[src/rtl/uart_frame.sv]
// uart_frame: UART with runtime parity/stop selection and valid/ready byte ports.
// Optional feature: define UART_RX_SYNC_EN to pass rx through a two-flop synchroniser.
module uart_frame #(
  parameter int DATA_BITS  = 8,
  parameter int OVERSAMPLE = 16,
  parameter int DIV_W      = 16
) (
  input  logic                 clk,
  input  logic                 rst,
  input  logic                 rx,
  output logic                 tx,
  input  logic [DIV_W-1:0]     baud,
  input  logic                 parity_en,
  input  logic                 parity_odd,
  input  logic                 two_stop,
  input  logic                 brk,
  input  logic                 tx_valid,
  input  logic [DATA_BITS-1:0] tx_data,
  output logic                 tx_ready,
  output logic                 rx_valid,
  input  logic                 rx_ready,
  output logic [DATA_BITS-1:0] rx_data,
  output logic                 rx_parity_err,
  output logic                 rx_frame_err,
  output logic                 rx_overrun,
  output logic                 is_receiving,
  output logic                 is_transmitting
);
  localparam int OS_W  = $clog2(OVERSAMPLE);
  localparam int BIT_W = $clog2(DATA_BITS);
  localparam logic [OS_W-1:0]  OS_LAST  = OS_W'(OVERSAMPLE - 1);
  localparam logic [OS_W-1:0]  OS_MID   = OS_W'(OVERSAMPLE / 2 - 1);
  localparam logic [BIT_W-1:0] BIT_LAST = BIT_W'(DATA_BITS - 1);

  typedef enum logic [2:0] {TX_IDLE, TX_START, TX_DATA, TX_PARITY, TX_STOP} tx_state_t;
  typedef enum logic [2:0] {RX_IDLE, RX_START, RX_DATA, RX_PARITY, RX_STOP, RX_WAIT_HIGH} rx_state_t;

  logic [DIV_W-1:0] baud_eff;
  assign baud_eff = (baud == '0) ? DIV_W'(1) : baud;

  logic rx_s;
`ifdef UART_RX_SYNC_EN
  logic [1:0] sync_reg;
  always_ff @(posedge clk) begin
    if (rst) sync_reg <= 2'b11;
    else     sync_reg <= {sync_reg[0], rx};
  end
  assign rx_s = sync_reg[1];
`else
  assign rx_s = rx;
`endif

  tx_state_t              tx_state_reg, tx_state_next;
  logic [DIV_W-1:0]       tx_cnt_reg, tx_cnt_next;
  logic [OS_W-1:0]        tx_os_reg, tx_os_next;
  logic [BIT_W-1:0]       tx_bit_reg, tx_bit_next;
  logic [DATA_BITS-1:0]   tx_data_reg, tx_data_next;
  logic                   tx_pen_reg, tx_pen_next, tx_podd_reg, tx_podd_next;
  logic                   tx_two_reg, tx_two_next, tx_reg, tx_line_next, tx_restart, tx_tick;

  assign tx_tick = (tx_cnt_reg == DIV_W'(1));

  always_ff @(posedge clk) begin
    if (rst) begin
      tx_state_reg <= TX_IDLE;
      tx_cnt_reg   <= baud_eff;
      tx_os_reg    <= '0;
      tx_bit_reg   <= '0;
      tx_data_reg  <= '0;
      tx_pen_reg   <= 1'b0;
      tx_podd_reg  <= 1'b0;
      tx_two_reg   <= 1'b0;
      tx_reg       <= 1'b1;
    end else begin
      tx_state_reg <= tx_state_next;
      tx_cnt_reg   <= tx_cnt_next;
      tx_os_reg    <= tx_os_next;
      tx_bit_reg   <= tx_bit_next;
      tx_data_reg  <= tx_data_next;
      tx_pen_reg   <= tx_pen_next;
      tx_podd_reg  <= tx_podd_next;
      tx_two_reg   <= tx_two_next;
      tx_reg       <= tx_line_next & ~brk;
    end
  end

  always_comb begin
    tx_state_next = tx_state_reg;
    tx_os_next    = tx_os_reg;
    tx_bit_next   = tx_bit_reg;
    tx_data_next  = tx_data_reg;
    tx_pen_next   = tx_pen_reg;
    tx_podd_next  = tx_podd_reg;
    tx_two_next   = tx_two_reg;
    tx_restart    = 1'b0;
    case (tx_state_reg)
      TX_IDLE: begin
        if (tx_valid) begin
          tx_data_next  = tx_data;
          tx_pen_next   = parity_en;
          tx_podd_next  = parity_odd;
          tx_two_next   = two_stop;
          tx_os_next    = '0;
          tx_bit_next   = '0;
          tx_restart    = 1'b1;
          tx_state_next = TX_START;
        end
      end
      default: begin
        if (tx_tick) begin
          if (tx_os_reg == OS_LAST) begin
            tx_os_next = '0;
            case (tx_state_reg)
              TX_START: tx_state_next = TX_DATA;
              TX_DATA: begin
                if (tx_bit_reg == BIT_LAST) begin
                  tx_bit_next   = '0;
                  tx_state_next = tx_pen_reg ? TX_PARITY : TX_STOP;
                end else begin
                  tx_bit_next = tx_bit_reg + 1'b1;
                end
              end
              TX_PARITY: tx_state_next = TX_STOP;
              TX_STOP: begin
                // tx_bit_reg doubles as the stop-bit counter
                if (tx_two_reg && tx_bit_reg == '0) tx_bit_next = BIT_W'(1);
                else                                 tx_state_next = TX_IDLE;
              end
              default: tx_state_next = TX_IDLE;
            endcase
          end else begin
            tx_os_next = tx_os_reg + 1'b1;
          end
        end
      end
    endcase
    tx_cnt_next = (tx_restart || tx_tick) ? baud_eff : tx_cnt_reg - 1'b1;
  end

  // Line level is derived from the next state so tx changes on the handshake edge
  always_comb begin
    tx_ready        = (tx_state_reg == TX_IDLE);
    is_transmitting = (tx_state_reg != TX_IDLE);
    case (tx_state_next)
      TX_START:  tx_line_next = 1'b0;
      TX_DATA:   tx_line_next = tx_data_next[tx_bit_next];
      TX_PARITY: tx_line_next = (^tx_data_next) ^ tx_podd_next;
      default:   tx_line_next = 1'b1;
    endcase
  end

  assign tx = tx_reg;

  rx_state_t              rx_state_reg, rx_state_next;
  logic [DIV_W-1:0]       rx_cnt_reg, rx_cnt_next;
  logic [OS_W-1:0]        rx_os_reg, rx_os_next;
  logic [BIT_W-1:0]       rx_bit_reg, rx_bit_next;
  logic [DATA_BITS-1:0]   rx_shift_reg, rx_shift_next, rx_data_reg, rx_data_next;
  logic                   rx_pen_reg, rx_pen_next, rx_podd_reg, rx_podd_next, rx_perr_reg, rx_perr_next;
  logic                   rx_valid_reg, rx_valid_next, rx_parity_err_reg, rx_parity_err_next;
  logic                   rx_frame_err_reg, rx_frame_err_next, rx_overrun_reg, rx_overrun_next;
  logic                   rx_restart, rx_deliver, rx_tick;

  assign rx_tick = (rx_cnt_reg == DIV_W'(1));

  always_ff @(posedge clk) begin
    if (rst) begin
      rx_state_reg      <= RX_IDLE;
      rx_cnt_reg        <= baud_eff;
      rx_os_reg         <= '0;
      rx_bit_reg        <= '0;
      rx_shift_reg      <= '0;
      rx_pen_reg        <= 1'b0;
      rx_podd_reg       <= 1'b0;
      rx_perr_reg       <= 1'b0;
      rx_data_reg       <= '0;
      rx_valid_reg      <= 1'b0;
      rx_parity_err_reg <= 1'b0;
      rx_frame_err_reg  <= 1'b0;
      rx_overrun_reg    <= 1'b0;
    end else begin
      rx_state_reg      <= rx_state_next;
      rx_cnt_reg        <= rx_cnt_next;
      rx_os_reg         <= rx_os_next;
      rx_bit_reg        <= rx_bit_next;
      rx_shift_reg      <= rx_shift_next;
      rx_pen_reg        <= rx_pen_next;
      rx_podd_reg       <= rx_podd_next;
      rx_perr_reg       <= rx_perr_next;
      rx_data_reg       <= rx_data_next;
      rx_valid_reg      <= rx_valid_next;
      rx_parity_err_reg <= rx_parity_err_next;
      rx_frame_err_reg  <= rx_frame_err_next;
      rx_overrun_reg    <= rx_overrun_next;
    end
  end

  always_comb begin
    rx_state_next = rx_state_reg;
    rx_os_next    = rx_os_reg;
    rx_bit_next   = rx_bit_reg;
    rx_shift_next = rx_shift_reg;
    rx_pen_next   = rx_pen_reg;
    rx_podd_next  = rx_podd_reg;
    rx_perr_next  = rx_perr_reg;
    rx_restart    = 1'b0;
    rx_deliver    = 1'b0;
    case (rx_state_reg)
      RX_IDLE: begin
        if (!rx_s) begin
          rx_restart    = 1'b1;
          rx_os_next    = '0;
          rx_pen_next   = parity_en;
          rx_podd_next  = parity_odd;
          rx_state_next = RX_START;
        end
      end
      RX_START: begin
        if (rx_tick) begin
          if (rx_os_reg == OS_MID) begin
            rx_os_next    = '0;
            rx_bit_next   = '0;
            rx_perr_next  = 1'b0;
            rx_state_next = rx_s ? RX_IDLE : RX_DATA;
          end else begin
            rx_os_next = rx_os_reg + 1'b1;
          end
        end
      end
      RX_DATA, RX_PARITY, RX_STOP: begin
        if (rx_tick) begin
          if (rx_os_reg == OS_LAST) begin
            rx_os_next = '0;
            if (rx_state_reg == RX_DATA) begin
              rx_shift_next = {rx_s, rx_shift_reg[DATA_BITS-1:1]};
              if (rx_bit_reg == BIT_LAST) rx_state_next = rx_pen_reg ? RX_PARITY : RX_STOP;
              else                        rx_bit_next   = rx_bit_reg + 1'b1;
            end else if (rx_state_reg == RX_PARITY) begin
              rx_perr_next  = rx_s ^ (^rx_shift_reg) ^ rx_podd_reg;
              rx_state_next = RX_STOP;
            end else begin
              rx_deliver    = 1'b1;
              rx_state_next = rx_s ? RX_IDLE : RX_WAIT_HIGH;
            end
          end else begin
            rx_os_next = rx_os_reg + 1'b1;
          end
        end
      end
      RX_WAIT_HIGH: if (rx_s) rx_state_next = RX_IDLE;
      default:      rx_state_next = RX_IDLE;
    endcase
    rx_cnt_next = (rx_restart || rx_tick) ? baud_eff : rx_cnt_reg - 1'b1;
  end

  // A read in the delivery cycle frees the slot, so the new byte is accepted
  always_comb begin
    rx_data_next       = rx_data_reg;
    rx_valid_next      = rx_valid_reg;
    rx_parity_err_next = rx_parity_err_reg;
    rx_frame_err_next  = rx_frame_err_reg;
    rx_overrun_next    = rx_overrun_reg;
    if (rx_deliver) begin
      if (!rx_valid_reg || rx_ready) begin
        rx_data_next       = rx_shift_reg;
        rx_parity_err_next = rx_pen_reg & rx_perr_reg;
        rx_frame_err_next  = ~rx_s;
        rx_valid_next      = 1'b1;
        rx_overrun_next    = 1'b0;
      end else begin
        rx_overrun_next = 1'b1;
      end
    end else if (rx_valid_reg && rx_ready) begin
      rx_valid_next      = 1'b0;
      rx_parity_err_next = 1'b0;
      rx_frame_err_next  = 1'b0;
      rx_overrun_next    = 1'b0;
    end
    is_receiving = (rx_state_reg != RX_IDLE);
  end

  assign rx_valid      = rx_valid_reg;
  assign rx_data       = rx_data_reg;
  assign rx_parity_err = rx_parity_err_reg;
  assign rx_frame_err  = rx_frame_err_reg;
  assign rx_overrun    = rx_overrun_reg;

endmodule

[config.mk]
export PLATFORM = sky130hd
export DESIGN_NAME = uart_frame
export DESIGN_NICKNAME = d
export VERILOG_FILES = /design/src/rtl/uart_frame.sv
export SDC_FILE = /design/constraint.sdc
export NUM_CORES = 1
export LEC_CHECK = 0
export ABC_CLOCK_PERIOD_IN_PS = 5500
export CAP_MARGIN = 10
export CORE_MARGIN = 10
export CORE_UTILIZATION = 51
export DETAILED_ROUTE_END_ITERATION = 10
export PLACE_DENSITY = 0.73
export SLEW_MARGIN = 20
export SYNTH_ARGS = -nofsm -noshare
export SYNTH_HDL_FRONTEND = slang
export SYNTH_SLANG_ARGS = --single-unit
[constraint.sdc]
create_clock -name clk -period 5.5 [get_ports clk]
set_input_delay 0.825 -clock clk [delete_from_list [all_inputs] [get_ports clk]]
set_output_delay 0.825 -clock clk [all_outputs]
set_load 0.03 [all_outputs]
==> impl_metrics.ini, run 1 <==
[pwr]
cellPowerDensity_nw_per_um2 = 300
ir_drop_uv = 157
swShare = 0.324
p_int_mw = 1.08
clkPwrFrac = 0.281
leakage_nw = 2.01
seqPwrFrac = 0.481
netSwitchingPower_uw = 516
comb_power_share = 0.239

[floorplanning]
die_area_um2 = 13200
io_pins = 49
initial_core_util = 0.525
die_w_um = 115
rows = 34
die_y_um = 115
core-area_um2 = 8760

[synthesis]
ys.flop_type = dfxtp_1
yosysSeqAreaShare = 0.378
ys_types = 64
synth-edff-count = 0
syn_avg_cell_area_um2 = 8.24
synthCells = 559
ys_seq_elements = 87
async_reset_ff_frac = 0
synthesis.nets = 603
yosysWarnings = 0
syn-cell-area_um2 = 4600

[detailed_routing]
wl_per_cell_um = 14.4
drt-pass1-iter-count = 4
drt_iter0_markers = 187
ant_nets = 0
viasPerCell = 5.52
wirelength_mm = 10.2
num_vias = 3905
post-route-drc-count = 0

[worst_setup_path]
crit_fanout = 14
worstPathRequired_ps = 4680
worst_r2r_path_depth = 7
startpoint_type = flop
arrival_ps = 2050
cp-end-kind = output port
worst-setup-path-type = reg2out
r2r_slack_ps = 2710
startpoint = rx_state_reg[2]
worstReg2RegEnd = rx_data[2]
r2r_start = rx_cnt_reg[6]

[grt]
grt_overflow = 0
first_global_vias = 3766
grt_antenna_before_repair = 0
grt_max_degree = 58
grt_pass1_wl_mm = 17.6
track_usage = 0.157
use_met2 = 0.241
use_met1 = 0.215
busiest_layer = met2
met3_usage = 0.0391

[placed_design]
dpl.hpwl_mm = 7.53
port_buffers = 48
routabilityCongestion = 0.848

[sta]
timing.final.crit_share = 0.523
fin_setup_tns_ps = 0
final_hold_viol_count = 0
worst_slew_pin_slew_ps = 1010
relSlewSlack = 0.330
setup_viol = 0
fmax_mhz = 347
fin_crit_ps = 2880
maxSlewViolCount = 0
fin_skew_ps = 13.9
rsz0062_at_grt = no

[hold_path]
hp-start = rx_perr_reg
min_path_type = reg2reg
hold_path_end = rx_perr_reg
worstHoldPathCells = 2

[layout]
syn_to_final_growth_pct = 15.2
finalNetCount = 638
layout-drive-gt1-share = 0.0584
utilization = 0.606
diodes = 0

[clock_network]
clk-insertion-delay-late_ps = 360
ctsHtreeMaxLevel = 3
cts_resized = 0
cts_hold_buf = 0
numClockSinks = 87
post_cts_buffers = 0
clock_path_buffers = 2
worst_setup_hold_path_clk_slew_ps = 90
cts_tree = done
cts-root-buf = clkbuf_8
numCtsBuffers = 9

[status]
status = completed

[job]
max_cap_violations = 0
==> cell families (layout without fill, tap and decap cells) <==
logic type      count (synthesis)  count (layout)  synth area share
flops                          87              87             0.378
xor+xnor                       50              50             0.101
fa+ha+maj                      11              11            0.0299
mux                            21              21            0.0457
simple gates                  242             242             0.264
buf+inv                        36              76            0.0334
compound gates                112             112             0.148
==> metrics by stage <==
step	total power [mW]	setup WS, ps	cell area, um^2	instances	hold slack (ps)
2_1_floorplan	1.05	3090	4600	559	432
3_3_place_gp	1.15	2610	5110	691	442
3_5_place_dp	1.16	2550	5110	691	450
4_1_cts	1.60	2620	5310	707	464
5_1_grt	1.68	2480	5310	707	504
6_report	1.59	2620	5310	707	460
==> worst max-delay path by stage <==
stage and to:
2_1_floorplan tx, 3_3_place_gp tx, 3_5_place_dp tx, 4_1_cts is_receiving, 5_1_grt is_receiving, 6_report is_receiving
==> cells in the mapped netlist (all sizes together), types with 2 or more instances <==
cell	number	area (um^2)
a211o	2	17.5
a211oi	9	67.6
a21o	3	22.5
a21oi	32	160
a31oi	2	12.5
and2	4	25.0
and3	6	37.5
and4b	2	20.0
buf	5	37.5
clkbuf	20	75.1
dfxtp	87	1740
ha	11	138
inv	11	41.3
mux2i	21	210
nand2	84	318
nand2b	9	56.3
nand3	12	60.1
nand3b	2	15.0
nand4	3	25.0
nor2	67	254
nor2b	4	25.0
nor3	11	55.1
nor3b	3	22.5
nor4	11	103
nor4b	3	38.8
o21a	3	22.5
o21ai	45	225
or2	2	12.5
or3	9	56.3
or3b	4	35.0
or4	3	30.0
xnor2	33	289
xnor3	2	45.0
xor2	15	131
==> layout make-up <==
type / count / area [um^2]
Tap cell: 108 / 135
Timing Repair Buffer: 49 / 483
Sequential cell: 87 / 1740
Clock buffer: 9 / 124
Clock inverter: 7 / 72.6
Multi-Input combinational cell: 436 / 2710
Inverter: 11 / 41.3
Fill cell: 802 / 3460
==> layout by cell type, fill, tap and decap left out, types with 7 or more instances in the layout <==
cell / n
a21oi_1: 32
o21ai_0: 43
dfxtp_1: 87
clkbuf_8: 9
nor3_1: 11
xor2_1: 15
inv_1: 10
nand2b_1: 9
clkdlybuf4s50_1: 47
ha_1: 11
nor4_1: 7
nor2_1: 66
nand2_1: 83
xnor2_1: 33
nand3_1: 12
a211oi_1: 9
or3_1: 9
mux2i_1: 21
==> critical path: stages (launching register included) <==
cell             delay [ps]
dfxtp_1                 610
inv_1                   240
nand2_1                 160
clkdlybuf4s50_1         690
==> power groups by stage <==
stage	sequential [mW]	combinational [mW]	clock (mW)
2_1_floorplan	0.754	0.298	0
3_3_place_gp	0.775	0.370	0
3_5_place_dp	0.778	0.377	0
4_1_cts	0.764	0.380	0.456
5_1_grt	0.776	0.427	0.481
6_report	0.765	0.381	0.447
==> per-layer routing <==
| layer | vias to the layer above | part of all wire |
|---|---|---|
| met2 | 72 | 0.45 |
| met5 | - | 0 |
| met3 | 10 | 0.049 |
| li1 | 2007 | - |
| met1 | 1816 | 0.50 |
| met4 | 0 | 0.0089 |
Power figures use the tool's default switching activity.
==> run 2: changes to the inputs <==
Settings changed: ABC_CLOCK_PERIOD_IN_PS 5500 to 2500, PLACE_DENSITY 0.73 to 0.76.
Clock period 5.5 ns to 2.5 ns, I/O delays scaled along.
==> run 2 against run 1 <==
  * Critical path depth up 3
  * Setup slack got worse by 2500 ps
  * Register-to-register slack worse by 2600 ps
  * Clock-buffer cell count is 2 higher
  * Critical path type is now reg2reg
  * Largest power group unchanged
==> impl_metrics.ini, run 2 (synthesis gave the netlist of run 1 again) <==
[sta]
worst_slew_pin_slew_ps = 559
setup_viol = 0
fmax_mhz = 425
fin_ws_ps = 150
timing.final.crit_share = 0.940
maxSlewViolCount = 0
fin_skew_ps = 8.51
fin_crit_ps = 2350
fin_setup_tns_ps = 0
relSlewSlack = 0.624
final_hold_viol_count = 0
rsz0062_at_grt = no

[floorplanning]
rows = 34
die_area_um2 = 13200
die_y_um = 115
io_pins = 49
initial_core_util = 0.525
die_w_um = 115
core-area_um2 = 8760

[grt]
grt_overflow = 0
track_usage = 0.166
grt_pass1_wl_mm = 18.4
met3_usage = 0.0333
use_met1 = 0.216
first_global_vias = 3986
grt_max_degree = 33
busiest_layer = met2
use_met2 = 0.264
grt_antenna_before_repair = 0

[layout]
fin_cells = 726
diodes = 0
fillers = 750
final_cell_mix = dfxtp_1 (86), nand2_1 (83), nor2_1 (65)
regArea_um2 = 1740
layout-drive-gt1-share = 0.0955
finalNetCount = 657
mostFrequentLayoutCell = dfxtp_1
syn_to_final_growth_pct = 19.9
multi_input_area_um2 = 2750

[pwr]
total_power_mw = 3.55
leakage_nw = 2.14
ir_drop_uv = 305
cellPowerDensity_nw_per_um2 = 642

[worst_setup_path]
cp_slowest_cell = or4_4
critical_path.cell_chain = or4_4 -> nor4_4 -> nand2_2 -> or4_4 -> mux2i_1 -> nor2_1
worst_r2r_path_depth = 6
crit_top_cell = or4_4
cp-end-kind = flop
startpoint_type = flop
cp-endpoint = rx_shift_reg[1]
worstReg2RegEnd = rx_shift_reg[1]
startpoint = rx_cnt_reg[11]
r2r_slack_ps = 150
worstPathRequired_ps = 2750
worst-setup-path-type = reg2reg
critPathMaxStageDelay_ps = 660
r2r_start = rx_cnt_reg[11]
arrival_ps = 2600
crit_fanout = 9

[detailed_routing]
wirelength_mm = 10.8
viasPerCell = 5.61
drt_iter0_markers = 236
num_vias = 4071
post-route-drc-count = 0
wl_per_cell_um = 14.9
ant_nets = 0
drt-pass1-iter-count = 4

[hold_path]
worstHoldPathCells = 2
min_path_type = reg2reg

[clock_network]
ctsHtreeMaxLevel = 3
numCtsBuffers = 9
cts_tree = done
clk-insertion-delay-late_ps = 360
clock_path_buffers = 2
numClockSinks = 87
worst_setup_hold_path_clk_slew_ps = 90
cts-root-buf = clkbuf_8

[placed_design]
place_ws_ps = 80.6
dpl.hpwl_mm = 8.03
dp.cells = 708
port_buffers = 48
routabilityCongestion = 0.892

[job]
max_cap_violations = 0

[status]
status = completed
-- run 2: cell types whose count changed in the layout (fill, tap and decap cells not counted), moves of 2 or more --
cell      previous run  this run
buf_12               0         2
buf_4                1        18
clkbuf_8             9        11
clkinv_2             2         0
nor4_2               3         1
nor4_4               1         3
-- run 2: how the worst min path moves through the flow --
stage,startpoint,to,slack (ps)
finish,rx_bit_reg[2],rx_bit_reg[2],470
detailed placement,rx_perr_reg,rx_perr_reg,460
floorplan,tx_two_reg,tx_two_reg,430
global route,rst,rx_data[3],510
global placement,rx_bit_reg[1],rx_bit_reg[1],440
CTS,rx_bit_reg[2],rx_bit_reg[2],480
-- run 2: per-layer routing --
metal,vias to the layer above,part of all wire
li1,2042,-
met1,1911,0.47
met2,103,0.46
met3,15,0.050
met4,0,0.018
met5,-,0
-- run 2: critical path: cells and delay by family (launching register included) --
family	cells	cell delay (ps)
multiplexers	1	200
AND/OR/NAND/NOR	5	1720
flip-flops	1	330
-- run 2: power by group --
part | internal [mW] | switching [mW]
combinational | 0.435 | 0.488
sequential | 1.52 | 0.158
clock | 0.422 | 0.523
total | 2.38 | 1.17
-- run 2: area by class of cell --
class,instances,share of cell area
clock buffers,11,0.0274
clock inverters,5,0.00748
inverters,11,0.00748
multi-input cells,436,0.499
flip-flops and latches,87,0.316
well taps,108,0.0245
repair buffers,68,0.118
-- run 2: through the flow --
| step | util | area (um^2) | hold WS (ps) |
|---|---|---|---|
| final | 0.630 | 5520 | 473 |
| after global routing | 0.630 | 5520 | 509 |
| after CTS | 0.623 | 5460 | 478 |
| after detailed placement | 0.601 | 5260 | 461 |
| after global placement | 0.601 | 5260 | 443 |
| after floorplan | - | 4600 | 432 |
-- run 2: timing repair --
action | 4_1_cts | 5_1_grt
hold buffers | 0 | 0
endpoints found under the hold margin | 0 | 0
setup buffers | 0 | 2
setup endpoints to repair | 0 | 7
gates resized for setup | 0 | 9
